[src/rtl/instruction_fetch_unit.sv]
// Fetch stage: owns the PC, reads instruction memory over req/ack and feeds the
// fetch/decode register through a 2-entry skid FIFO, with stall and redirect handling.
module instruction_fetch_unit #(
  parameter logic [31:0] RESET_PC = 32'h0000_0000
) (
  input  logic        clk,
  input  logic        rst,
  input  logic        stall,
  input  logic        redirect_valid,
  input  logic [31:0] redirect_pc,
  output logic        imem_req,
  output logic [31:0] imem_addr,
  input  logic        imem_ack,
  input  logic [31:0] imem_rdata,
  output logic        fd_load_enable,
  output logic [31:0] pc_value_next,
  output logic [31:0] next_instruction
);

  typedef enum logic [1:0] {
    IDLE    = 2'd0,
    REQ     = 2'd1,
    DISCARD = 2'd2
  } state_t;

  state_t      state;
  logic [31:0] fetch_pc;
  logic [31:0] req_addr;
  logic [31:0] req_next;
  logic [31:0] redir_aligned;
  logic [31:0] pc0, pc1, ins0, ins1;
  logic [1:0]  count;
  logic        pop;
  logic        push;
  logic        launch_ok;
  logic [2:0]  occ_after;

  assign redir_aligned = redirect_pc & 32'hFFFF_FFFC;
  assign req_next      = req_addr + 32'd4;

  assign pop       = (count != 2'd0) && !stall && !redirect_valid;
  assign push      = (state == REQ) && imem_ack && !redirect_valid;
  // Occupancy after this edge; a new request may only launch if it leaves room for its data.
  assign occ_after = {1'b0, count} + {2'b00, push} - {2'b00, pop};
  assign launch_ok = (occ_after <= 3'd1);

  assign imem_req         = (state != IDLE);
  assign imem_addr        = req_addr;
  assign fd_load_enable   = pop;
  assign pc_value_next    = pc0;
  assign next_instruction = ins0;

  always_ff @(posedge clk or negedge rst) begin
    if (!rst) begin
      state    <= IDLE;
      fetch_pc <= RESET_PC;
      req_addr <= RESET_PC;
      count    <= '0;
      pc0      <= '0;
      pc1      <= '0;
      ins0     <= '0;
      ins1     <= '0;
    end else begin
      if (redirect_valid) begin
        count <= '0;
      end else begin
        case ({push, pop})
          2'b01: begin
            pc0   <= pc1;
            ins0  <= ins1;
            count <= count - 2'd1;
          end
          2'b10: begin
            if (count == 2'd0) begin
              pc0  <= req_next;
              ins0 <= imem_rdata;
            end else begin
              pc1  <= req_next;
              ins1 <= imem_rdata;
            end
            count <= count + 2'd1;
          end
          2'b11: begin
            if (count == 2'd1) begin
              pc0  <= req_next;
              ins0 <= imem_rdata;
            end else begin
              pc0  <= pc1;
              ins0 <= ins1;
              pc1  <= req_next;
              ins1 <= imem_rdata;
            end
          end
          default: ;
        endcase
      end

      case (state)
        IDLE: begin
          if (redirect_valid) begin
            state    <= REQ;
            req_addr <= redir_aligned;
            fetch_pc <= redir_aligned;
          end else if (launch_ok) begin
            state    <= REQ;
            req_addr <= fetch_pc;
          end
        end
        REQ: begin
          if (redirect_valid) begin
            fetch_pc <= redir_aligned;
            if (imem_ack) begin
              req_addr <= redir_aligned;
            end else begin
              state <= DISCARD;
            end
          end else if (imem_ack) begin
            fetch_pc <= req_next;
            if (launch_ok) begin
              req_addr <= req_next;
            end else begin
              state <= IDLE;
            end
          end
        end
        DISCARD: begin
          if (redirect_valid) begin
            fetch_pc <= redir_aligned;
          end
          if (imem_ack) begin
            state    <= REQ;
            req_addr <= redirect_valid ? redir_aligned : fetch_pc;
          end
        end
        default: state <= IDLE;
      endcase
    end
  end

endmodule
[config.mk]
export PLATFORM = sky130hd
export DESIGN_NAME = instruction_fetch_unit
export DESIGN_NICKNAME = d
export VERILOG_FILES = /design/src/rtl/instruction_fetch_unit.sv
export SDC_FILE = /design/constraint.sdc
export NUM_CORES = 1
export LEC_CHECK = 0
export BUFFER_PORTS_ARGS = -buffer_cell sky130_fd_sc_hd__buf_2
export CELL_PAD_IN_SITES_DETAIL_PLACEMENT = 0
export CELL_PAD_IN_SITES_GLOBAL_PLACEMENT = 1
export CORE_MARGIN = 2
export CORE_UTILIZATION = 35
export CTS_CLUSTER_DIAMETER = 50
export CTS_CLUSTER_SIZE = 10
export DETAILED_ROUTE_END_ITERATION = 10
export GPL_ROUTABILITY_DRIVEN = 1
export PLACE_DENSITY = 0.78
export SLEW_MARGIN = 0
export SYNTH_ARGS = -nofsm -noshare
export SYNTH_HDL_FRONTEND = slang
export SYNTH_SLANG_ARGS = --single-unit
[constraint.sdc]
create_clock -name clk -period 3.3 [get_ports clk]
set_input_delay 0.165 -clock clk [delete_from_list [all_inputs] [get_ports clk]]
set_output_delay 0.165 -clock clk [all_outputs]
set_load 0.1 [all_outputs]
Word-level counts from Yosys, hierarchy flattened --
Cells that the tools add are included.
Word-level totals: input port bits 69, register bits 196, word-level logic and storage cells 86, output and inout bits 98
Operators by class: magnitude comparators 1, multiplexer cells 34, add/subtract/negate cells 5, reduce and logical (&&, ||, !) cells 21, bitwise gates (word level) 1, equality and inequality tests 16
Operators by type and width (number):
- two-way mux 32 bit | 18
- one-hot mux 32 bit (3 select lines) | 3
- one-hot mux 32 bit (2 select lines) | 3
- adder 32 x 3 -> 32 bit (second input constant) | 1
- two-way mux 2 bit | 8
- != test 3 bit (second input constant) | 5
- != test 2 bit (second input constant) | 5
- AND reduction 5 bit | 2
- nonzero test 3 bit | 3
- nonzero test 2 bit | 4
- == test 2 x 1 -> 1 bit (second input constant) | 3
- == test 2 bit (second input constant) | 3
- one-hot mux 2 bit (3 select lines) | 1
- logical AND 1 bit | 4
- zero test 2 bit | 2
- one-hot mux 2 bit (2 select lines) | 1
- AND reduction 4 bit | 1
- adder 2 x 1 -> 3 bit | 1
- less-or-equal comparator 3 x 1 -> 1 bit (second input constant) | 1
- AND reduction 3 bit | 1
- subtractor 3 x 1 -> 3 bit | 1
- adder 2 x 1 -> 2 bit (second input constant) | 1
- zero test 1 bit | 2
- AND reduction 2 bit | 1
- other kinds (3) | 3

Longest topological paths before layout --
depth in word-level cells 10, mapped depth 15, mapped depth without buffers 12

Worst setup path before layout --
OpenSTA, ideal clock, no wires.
path type input to register, start point input redirect_valid, end point register req_addr[29] (netlist: imem_addr[29]), cell stages on the path 14, setup slack -0.598 ns, arrival time 3.804 ns, buffers on the path 4, required time 3.206 ns, setup time 0.094 ns, cell sequence clkbuf_1 -> clkbuf_1 -> clkbuf_1 -> or3_1 -> inv_1 -> ha_1 -> inv_1 -> fa_1 -> xnor2_1 -> nor2_1 -> o31ai_1 -> clkbuf_1 -> nor2_1 -> a211oi_1
On the way: elaborated cells between the ends (all ways) 14, classes of those cells add/sub: 2; order compare: 1; eq/ne: 2; mux: 5; reduce/logical: 4
RTL lines:
- from (decl) | RTL line 9 | input logic redirect_valid,
- zero test 1 bit (*) | RTL line 41 | assign pop = (count != 2'd0) && !stall && !redirect_valid;
- logical AND 1 bit (*) | RTL line 41
- named net fd_load_enable | RTL line 15 | output logic fd_load_enable,
- subtractor 3 x 1 -> 3 bit (*) | RTL line 44 | assign occ_after = {1'b0, count} + {2'b00, push} - {2'b00, pop};
- less-or-equal comparator 3 x 1 -> 1 bit (*) | RTL line 45 | assign launch_ok = (occ_after <= 3'd1);
- != test 3 bit (no line)
- AND reduction 5 bit (no line) (*)
- to (signal assigned) | RTL line 102 | req_addr <= redir_aligned;
- to (signal assigned) | RTL line 106 | req_addr <= fetch_pc;
- to (signal assigned) | RTL line 113 | req_addr <= redir_aligned;
- to (decl) | RTL line 28 | logic [31:0] req_addr;
The timed path passes the listed nets; every way through them passes the cells marked *. The select of a mux whose other input is x is not followed. A chain may end at the register's enable or synchronous reset.

Final worst setup path --
start point register count[1], end point register req_addr[14] (netlist: imem_addr[14])
On the way: longest elaborated chain between the ends 7, elaborated cells between the ends (all ways) 9, classes of those cells add/sub: 2; order compare: 1; eq/ne: 2; reduce/logical: 4
RTL lines:
- from (decl) | RTL line 32 | logic [1:0] count;
- from (signal assigned) | RTL line 71 | count <= count - 2'd1;
- from (signal assigned) | RTL line 81 | count <= count + 2'd1;
- branches (longest 3 deep; another with adder 2 x 1 -> 3 bit)
- subtractor 3 x 1 -> 3 bit (*) | RTL line 44
- less-or-equal comparator 3 x 1 -> 1 bit (*) | RTL line 45
- != test 3 bit (no line)
- AND reduction 5 bit (no line) (*)
Every way passes the cells marked *.

==> impl_results.md <==
* Core footprint at between 20000 and 30000 sq um
* GRT Overall Usage at 0.200
* Crit path arrival time at about 3.5 ns
* Clk sink count at 196
* Initial DRC Count at 707
* Final hold vios at 0
* Final setup vio count at 0
* Clock Tree Root: clkbuf_16
* DP Wirelength at around 19000 microns
* Post-Syn Instances at 995
* Worst-Margin Slew at roughly 0.82 ns
* Max_slew headroom at 0.450
* Vias in the first global route at approximately 8000
* Yosys cell types at between 50 and 60
* Async S/R FF share, synth at 1.00
* Clock Tree Buf Depth at 2
* Via count at roughly 8400
* Prevailing post-synth register cell: dfrtp_1
* Gr ovfl total at 0
* FP Rows at 60
* Worst Path Max Fanout at 12
* Detail Route Antenna Nets at 0
* Warnings, synthesis at 0
* Die height at between 150 and 200 microns
* Leading area contributor after synthesis: dfrtp_1
* Non-filler instance count after layout at 1548
* Placed Cells at about 1500
* Top Ports at between 150 and 200
* Fin Setup TNS at 0 ns
* Ant diodes at 0
* Final core occ at 0.448
* Crit start category: flip-flop
* Largest net degree at the start of global routing at 96
* Grt met2 use at 0.307
* H-tree Lvls at 4
* Multi-input logic area at roughly 4400 sq um
* TritonCTS clock tree: built
* Final period utilization at 0.954
* Die area at between 20000 and 30000 sq um
* Worst skew pair latency at approximately 0.43 ns
* Register area share after synthesis at 0.514
* Drt total wl at ~29000 microns
* FF+latch count, synth at around 200
* Syn nets at approximately 1100
* Minimum clock period at 3.15 ns
* Post-synth EDFFs at 0
* Vias/cell at roughly 5.5
* Mapped cell area at about 9500 sq um
* Port bufs at about 160
* Final hold slack at between 0.003 and 0.004 ns
* Clock skew at between 0.01 and 0.015 ns
* RePlAce Congestion at around 0.86
* Number of antenna violations at the first check in global routing at 0
* Setup CP Type: reg -> reg
* Clock transition at path regs at around 0.070 ns
* 1st-pass router iterations at 5
* Max-cap viol count at 0
* DR DRC count at 0
* Crit end category: flip-flop
* Share of the synthesized area in the top cell type at 0.514
* Syn avg cell area at ~9.6 sq um
* Max-slew violation count at 0
* Area Growth Syn to Fin at 26.3%
* Achievable frequency at about 320 MHz
* Routed len/inst at about 18 microns
* Nets at approximately 1300
* Worst Hold Class: in -> reg
* Met3 Use GR at 0.0302
* Status: finished clean
* Gr busiest metal: met2
* FF/Latch Area at approximately 4900 sq um
* Worst endpoint required time at about 3.6 ns
* Met1 Track Usage GR at 0.300
* Die extent in x at between 150 and 200 microns
* Synth top area cells: dfrtp_1, o21ai_0, nor2_1, mux2_2, a221oi_1
* Starting density of the core at 0.355
* Commonest cells post-synth: dfrtp_1, nor2_1, o21ai_0
* Global-route wire length before repair at 45300 microns
* Most frequent cell after synthesis: dfrtp_1
* Layout cells sized above 1 at 0.248
* Fillers at 2630
* CTS buffer count at 17
-- layout make-up --
type,count,area share
multi-input cells,709,0.362
clock inverters,11,0.00956
inverters,15,0.00499
repair buffers,255,0.141
well taps,341,0.0354
clock buffers,21,0.0399
flip-flops and latches,196,0.407
-- sequential cells by signal, summed over array words and instances (netlist names) --
signal,cells
count,2
fetch_pc,32
imem_addr,32
ins1,32
next_instruction,32
pc1,32
pc_value_next,32
state,2
-- layer usage --
layer / vias up / part of all wire / wire (microns)
li1: 3992 / - / -
met2: 306 / 0.45 / 12900
met4: 0 / 0.0079 / 225
met5: - / 0 / 0
met3: 19 / 0.062 / 1760
met1: 4128 / 0.48 / 13700
-- timing repair --
item / CTS / global route
hold buffers: 49 / 0
hold endpoints to repair: 147 / 0
resized for setup: 2 / 7
cloned: 0 / 0
pin swaps: 0 / 3
buffers inserted: 0 / 7
setup endpoints to repair: 1 / 32
-- metrics by stage --
stage | instance area, sq um | setup slack (ns)
finish | 12000 | 0.152
global route | 12000 | -0.000401
CTS | 11900 | 0.00660
detailed placement | 10900 | -0.00509
global placement | 10900 | 0.0791
floorplan | 9570 | -0.0280
-- critical path, cell delays in order, from the launching register on --
cell     delay, ns
dfrtp_1       0.38
inv_1         0.10
ha_1          0.22
or3_4         0.40
ha_1          0.29
inv_1         0.04
ha_1          0.18
fa_2          0.35
xnor2_2       0.16
nor2_4        0.14
o31ai_4       0.08
buf_4         0.17
buf_4         0.17
a221o_1       0.35
-- kinds of logic after synthesis --
group	Yosys count	share of synthesized area
and+or+nand+nor	322	0.154
AOI/OAI and AO/OA	306	0.205
DFF	196	0.514
buffers and inverters	90	0.0364
muxes	42	0.0491
xor gates and xnor gates	29	0.0274
adders and majority gates	10	0.0139
-- layout by cell type (no fill, tap or decap), types with 7 or more instances in the layout --
cell type        n
nor3_1           9
buf_2          163
xnor2_1         15
and3_1          13
nor2b_1          8
xor2_1          12
o21ai_0        105
dfrtp_1        196
nor2_1         134
o22ai_1         15
buf_4           35
dlygate4sd3_1   49
a2bb2oi_1        8
a31oi_1         14
ha_1             8
clkbuf_16       17
a221oi_1        42
inv_1           14
a22oi_1         19
o211ai_1        15
mux2_2          38
a21oi_1         51
nor4_1           7
nand3_1         19
o21a_1           7
nand4_1         11
nand2_1         88
-- final timing paths --
check | end | start | depth (start not counted) | slack [ns]
hold / removal | fetch_pc[3] | redirect_pc[3] | 3 | 0.003
setup reg to reg | imem_addr[14] | count[1] | 13 | 0.15
max in group asynchronous | pc_value_next[5] | rst | 3 | 2.01
hold reg to reg | pc1[30] | pc1[30] | 2 | 0.48
min in group asynchronous | next_instruction[5] | rst | 2 | 0.36
setup / recovery | imem_addr[14] | count[1] | 13 | 0.15
Power is left out: the tool's default activity adds up to more than one toggle a clock period on the data nets, which glitch-free logic cannot reach.
